<file path="config.mk">
export PLATFORM = sky130hd
export DESIGN_NAME = if_fetch_stage
export DESIGN_NICKNAME = d
export VERILOG_FILES = /design/src/rtl/if_fetch_stage.sv
export SDC_FILE = /design/constraint.sdc
export NUM_CORES = 1
export LEC_CHECK = 0
export BUFFER_PORTS_ARGS = -buffer_cell sky130_fd_sc_hd__buf_2
export CAP_MARGIN = 30
export CORE_MARGIN = 5
export CORE_UTILIZATION = 40
export DETAILED_ROUTE_END_ITERATION = 7
export PLACE_DENSITY = 0.58
export SLEW_MARGIN = 10
export SYNTH_ARGS = -nofsm -noshare
export SYNTH_HDL_FRONTEND = slang
export SYNTH_SLANG_ARGS = --single-unit
export TNS_END_PERCENT = 30
</file>
<file path="constraint.sdc">
create_clock -name CLK -period 7.8 [get_ports CLK]
set_input_delay 0.78 -clock CLK [delete_from_list [all_inputs] [get_ports CLK]]
set_output_delay 0.78 -clock CLK [all_outputs]
set_load 0.02 [all_outputs]
</file>
<file path="src/rtl/if_fetch_stage.sv">
`timescale 1ns/1ps
`default_nettype none
// ============================================================================
//  Module   : if_fetch_stage
//  Brief    : RV32I instruction-fetch stage. Owns the PC, issues word fetches
//             over a req/ack handshake, feeds the IF/ID pipeline register,
//             absorbs one downstream stall via a skid entry and handles EX
//             redirects (including squashing a fetch already in flight).
//  Revision : 1.0 - initial release
// ============================================================================
module if_fetch_stage #(
  parameter logic [31:0] RESET_PC = 32'h0000_0000,
  parameter logic [31:0] NOP_INST = 32'h0000_0013
) (
  input  logic        CLK,
  input  logic        RST,
  // instruction memory handshake
  output logic        imem_req,
  output logic [31:0] imem_addr,
  input  logic        imem_ack,
  input  logic [31:0] imem_rdata,
  // pipeline control
  input  logic        stall,
  input  logic        redirect,
  input  logic [31:0] redirect_pc,
  // IF/ID pipeline register
  output logic [31:0] ifid_pc,
  output logic [31:0] ifid_inst,
  output logic        ifid_valid
);

  // Reset PC forced to a word boundary so imem_addr[1:0] is always zero.
  localparam logic [31:0] RESET_PC_W = {RESET_PC[31:2], 2'b00};

  // FETCH   : request outstanding at pc
  // HOLD    : fetched word parked in skid while ID is stalled, no request
  // DISCARD : wrong-path request still in flight, its data will be dropped
  typedef enum logic [1:0] {
    S_FETCH   = 2'd0,
    S_HOLD    = 2'd1,
    S_DISCARD = 2'd2
  } state_t;

  state_t      state;
  logic [31:0] pc;
  logic [31:0] discard_addr;
  logic [31:0] skid_pc;
  logic [31:0] skid_inst;
  logic        skid_valid;

  logic [31:0] pc_plus4;
  logic [31:0] redirect_target;
  logic        unused_redirect_lsbs;

  // Sequential PC increment wraps naturally at 2^32.
  assign pc_plus4        = pc + 32'd4;
  assign redirect_target = {redirect_pc[31:2], 2'b00};
  assign unused_redirect_lsbs = ^redirect_pc[1:0];

  // Request decode depends only on registered state, pc and reset. While in
  // DISCARD the old address is kept on the bus until the memory answers.
  assign imem_req  = (state != S_HOLD) && !RST;
  assign imem_addr = (state == S_DISCARD) ? discard_addr : pc;

  // Control FSM and program counter; redirect overrides every other event.
  always_ff @(posedge CLK or posedge RST) begin
    if (RST) begin
      state        <= S_FETCH;
      pc           <= RESET_PC_W;
      discard_addr <= RESET_PC_W;
    end else if (redirect) begin
      pc <= redirect_target;
      case (state)
        S_FETCH: begin
          if (imem_ack) begin
            // Acked word belongs to the wrong path: drop it, fetch target.
            state <= S_FETCH;
          end else begin
            // Request still open: keep its address until the ack arrives.
            state        <= S_DISCARD;
            discard_addr <= pc;
          end
        end
        S_DISCARD: begin
          // discard_addr keeps the original in-flight address.
          state <= imem_ack ? S_FETCH : S_DISCARD;
        end
        default: begin
          state <= S_FETCH;
        end
      endcase
    end else begin
      case (state)
        S_FETCH: begin
          if (imem_ack) begin
            pc <= pc_plus4;
            if (stall) begin
              state <= S_HOLD;
            end
          end
        end
        S_HOLD: begin
          if (!stall) begin
            state <= S_FETCH;
          end
        end
        S_DISCARD: begin
          if (imem_ack) begin
            state <= S_FETCH;
          end
        end
        default: begin
          state <= S_FETCH;
        end
      endcase
    end
  end

  // IF/ID pipeline register and skid entry.
  always_ff @(posedge CLK or posedge RST) begin
    if (RST) begin
      ifid_pc    <= RESET_PC_W;
      ifid_inst  <= NOP_INST;
      ifid_valid <= 1'b0;
      skid_pc    <= RESET_PC_W;
      skid_inst  <= NOP_INST;
      skid_valid <= 1'b0;
    end else if (redirect) begin
      // Squash: bubble into ID regardless of stall, forget any parked word.
      ifid_inst  <= NOP_INST;
      ifid_valid <= 1'b0;
      skid_valid <= 1'b0;
    end else begin
      case (state)
        S_FETCH: begin
          if (imem_ack && !stall) begin
            ifid_pc    <= pc;
            ifid_inst  <= imem_rdata;
            ifid_valid <= 1'b1;
          end else if (imem_ack) begin
            // ID still busy with the previous word: park the new one.
            skid_pc    <= pc;
            skid_inst  <= imem_rdata;
            skid_valid <= 1'b1;
          end else if (!stall) begin
            // Nothing arrived and ID consumed its word: insert a bubble.
            ifid_inst  <= NOP_INST;
            ifid_valid <= 1'b0;
          end
        end
        S_HOLD: begin
          if (!stall) begin
            ifid_pc    <= skid_pc;
            ifid_inst  <= skid_valid ? skid_inst : NOP_INST;
            ifid_valid <= skid_valid;
            skid_valid <= 1'b0;
          end
        end
        default: begin
          // DISCARD: IF/ID already holds a bubble from the redirect edge.
        end
      endcase
    end
  end

endmodule
`default_nettype wire

</file>
==> impl_metrics.json <==
{
  "root_buffer": "clkbuf_16",
  "hold_viol": 0,
  "antenna_cells": 0,
  "fill_cells": 1988,
  "power_frac_comb_pct": 19.4,
  "drc_errors": 0,
  "power_frac_clock_pct": 32.1,
  "path_delay_family": "buffers and inverters",
  "tns_ns": 0,
  "postCtsSetupRepairBufs": 0,
  "grt_usage_pct": 17.4,
  "status": "completed",
  "cts_tree": "built",
  "multi_input_area_um2": 3630,
  "cts_hold_buffers": 0,
  "drtAntennaViolNets": 0,
  "io_pins": 167,
  "synth_area_per_cell_um2": 11.2,
  "finalWorstSetupSlack_ns": 4.73,
  "crit_arrival_ns": 2.29,
  "overflow": 0,
  "dr.pass1.iters": 5,
  "place_inst": 1150,
  "gp_congestion": 0.757,
  "slew_headroom_pct": 34.2,
  "drive_gt1_share_pct": 37.8,
  "clk_latency_ns": 0.42,
  "synth-edff-count": 0,
  "hold_depth": 2,
  "dp_slack_ns": 4.78,
  "path_class": "register to primary output",
  "core.rowCount": 53,
  "vias": 6247,
  "ir_worst_vdd_mv": 0.144,
  "ys.flop_type": "dfrtp_1",
  "cp_num_cells": 5,
  "ys_types": 51,
  "setup_viol": 0,
  "p_per_area_nw_per_um2": 255,
  "initial_utilization_pct": 40.7,
  "die_y_um": 156,
  "routed_wl_um": 21200,
  "final_common_cell": "dfrtp_1",
  "slowest_delay_ns": 0.58,
  "r2r_start": "state[0]",
  "switchingPower_uw": 781,
  "antenna_found_initial": 0,
  "reg2reg_slack_ns": 5.35,
  "h-tree-depth": 4,
  "syn_area_um2": 8580,
  "swShare_pct": 29.8,
  "area_delta_synth_final_pct": 19.6,
  "seq_area_um2": 4710,
  "tightest_slew_ns": 0.987,
  "rsz0062_at_grt": "false",
  "worst-path-buf-inv": 3,
  "synthCells": 763,
  "grt_pass1_wl_um": 34100,
  "core_area_um2": 21100,
  "postCtsResizedCells": 0,
  "drt_iter0_drc": 282,
  "p_int_uw": 1840,
  "dp_hpwl_um": 14200,
  "crit_fanout": 25,
  "slowest_stage": "dfrtp_1",
  "stdcell_count": 1183,
  "fin_crit_sh_pct": 39.4,
  "yosysSeqAreaShare_pct": 54.9,
  "die_area_um2": 24500,
  "yosysWarnings": 0,
  "power.leakage_uw": 0.00468,
  "synthArstFlopShare_pct": 100,
  "hold_path.class": "register to register",
  "ff2ff_path_depth": 4,
  "hold_end": "ifid_pc[3]",
  "ys_seq_elements": 188,
  "crit_required_ns": 7.02,
  "clkSinkCount": 188,
  "end_kind": "primary output",
  "period_minus_slack_ns": 3.07,
  "cts_buffers": 17,
  "start_kind": "register",
  "vias_per_cell": 5.28,
  "fmax_mhz": 326,
  "drv_slew": 0,
  "first_global_vias": 6113,
  "cp_cell_sequence": "inv_1, nor2_4, buf_12, mux2_2, buf_2",
  "drt-wirelength-per-cell_um": 17.9,
  "p_seq_share_pct": 48.5,
  "hp-start": "ifid_pc[3]",
  "numPortBuffers": 160,
  "reg2reg_to": "pc[21]",
  "nets": 965,
  "path_clk_slew_ns": 0.07,
  "final_cell_mix": "dfrtp_1, buf_2, mux2_2",
  "grt_max_degree": 114,
  "finalClockSkew_ns": 0.0109,
  "clockBufferDepth": 2,
  "cap_violations": 0,
  "die_width_um": 156
}
## logic make-up (layout without fill, tap and decap cells)
logic type | after synthesis | count (layout) | share of synthesized area (%)
multiplexers | 142 | 142 | 18.2
XOR/XNOR | 11 | 11 | 1.12
buffers and inverters | 70 | 212 | 3.48
other | 1 | 4 | 0.0437
flip-flops | 188 | 188 | 54.9
AO/OA/AOI/OAI | 158 | 158 | 10.9
adder cells (fa/ha/maj) | 1 | 1 | 0.146
AND/OR/NAND/NOR | 192 | 192 | 11.2
## flip-flops by register name, summed over array words and instances, names as in the netlist
register and flops:
discard_addr 30, pc 30, state 2, ifid_pc 30
ifid_inst 32, ifid_valid 1, skid_inst 32, skid_valid 1
skid_pc 30
## synthesized netlist by cell type, types with 2 or more instances
cell type,number,share of area (%)
dfrtp_1,182,53
mux2_2,114,15
nand2_1,93,4.1
o21ai_0,87,5.1
clkbuf_1,42,1.8
a22oi_1,30,2.6
mux2i_1,28,3.3
nor2_1,28,1.2
a31oi_1,15,1.1
buf_2,13,0.76
nand4_1,13,0.95
or4_1,11,0.96
o31ai_1,10,0.87
inv_1,8,0.35
nand3_1,8,0.47
xor2_1,8,0.82
a21oi_1,6,0.35
and4_1,6,0.61
dfstp_2,6,1.8
buf_4,5,0.44
or3_1,5,0.36
and2_1,3,0.22
and3_1,3,0.22
nor3_1,3,0.17
o22ai_1,3,0.22
xnor2_1,3,0.31
nand3_2,2,0.23
nand3b_1,2,0.17
nor2b_1,2,0.15
o211ai_1,2,0.17
or2_2,2,0.15
## worst max path at each step
stage	start	slack [ns]	to
6_report	state[1]	4.73	imem_addr[19]
5_1_grt	state[1]	4.56	imem_addr[19]
4_1_cts	state[1]	4.71	imem_addr[19]
3_5_place_dp	redirect	4.78	discard_addr[16]
3_3_place_gp	redirect	3.93	skid_inst[16]
2_1_floorplan	RST	1.92	discard_addr[10]
## power by group through the flow
stage | Clock, uW | Combinational (uW) | Sequential [uW]
floorplan | 0 | 319 | 1310
global placement | 0 | 501 | 1280
detailed placement | 0 | 515 | 1290
CTS | 862 | 517 | 1270
global route | 906 | 560 | 1300
finish | 841 | 507 | 1270
## cell type report
| class | count | share of cell area, % |
|---|---|---|
| clock buffer | 17 | 4.14 |
| clock inverter | 15 | 1.34 |
| inverter | 8 | 0.366 |
| sequential | 188 | 45.9 |
| multi-input combinational | 508 | 35.4 |
| tap | 275 | 3.35 |
| timing repair buffer | 172 | 9.51 |
## per-stage QoR
step	hold WS, ns	cell area [um^2]	total power [uW]	utilization [%]
after global routing	0.501	10300	2760	48.7
after CTS	0.480	10200	2650	48.6
after floorplan	0.449	8590	1620	-
final	0.472	10300	2620	48.7
after detailed placement	0.466	9680	1800	45.9
after global placement	0.448	9580	1780	45.4
## worst min-delay path: cells and delay by family (launching register included)
family	cells	cell delay, ns
flops	1	0.33
compound gates	1	0.06
simple gates	1	0.05
## layer usage
| metal | GRT usage (%) | vias to the layer above | wire length, um | share of wire (%) |
|---|---|---|---|---|
| met5 | 0 | - | 0 | 0 |
| met2 | 27.0 | 167 | 9760 | 46 |
| li1 | - | 2995 | - | - |
| met3 | 3.54 | 12 | 1220 | 5.7 |
| met4 | 4.05 | 0 | 193 | 0.91 |
| met1 | 25.4 | 3073 | 10000 | 47 |
(Power assumes the default switching activity.)
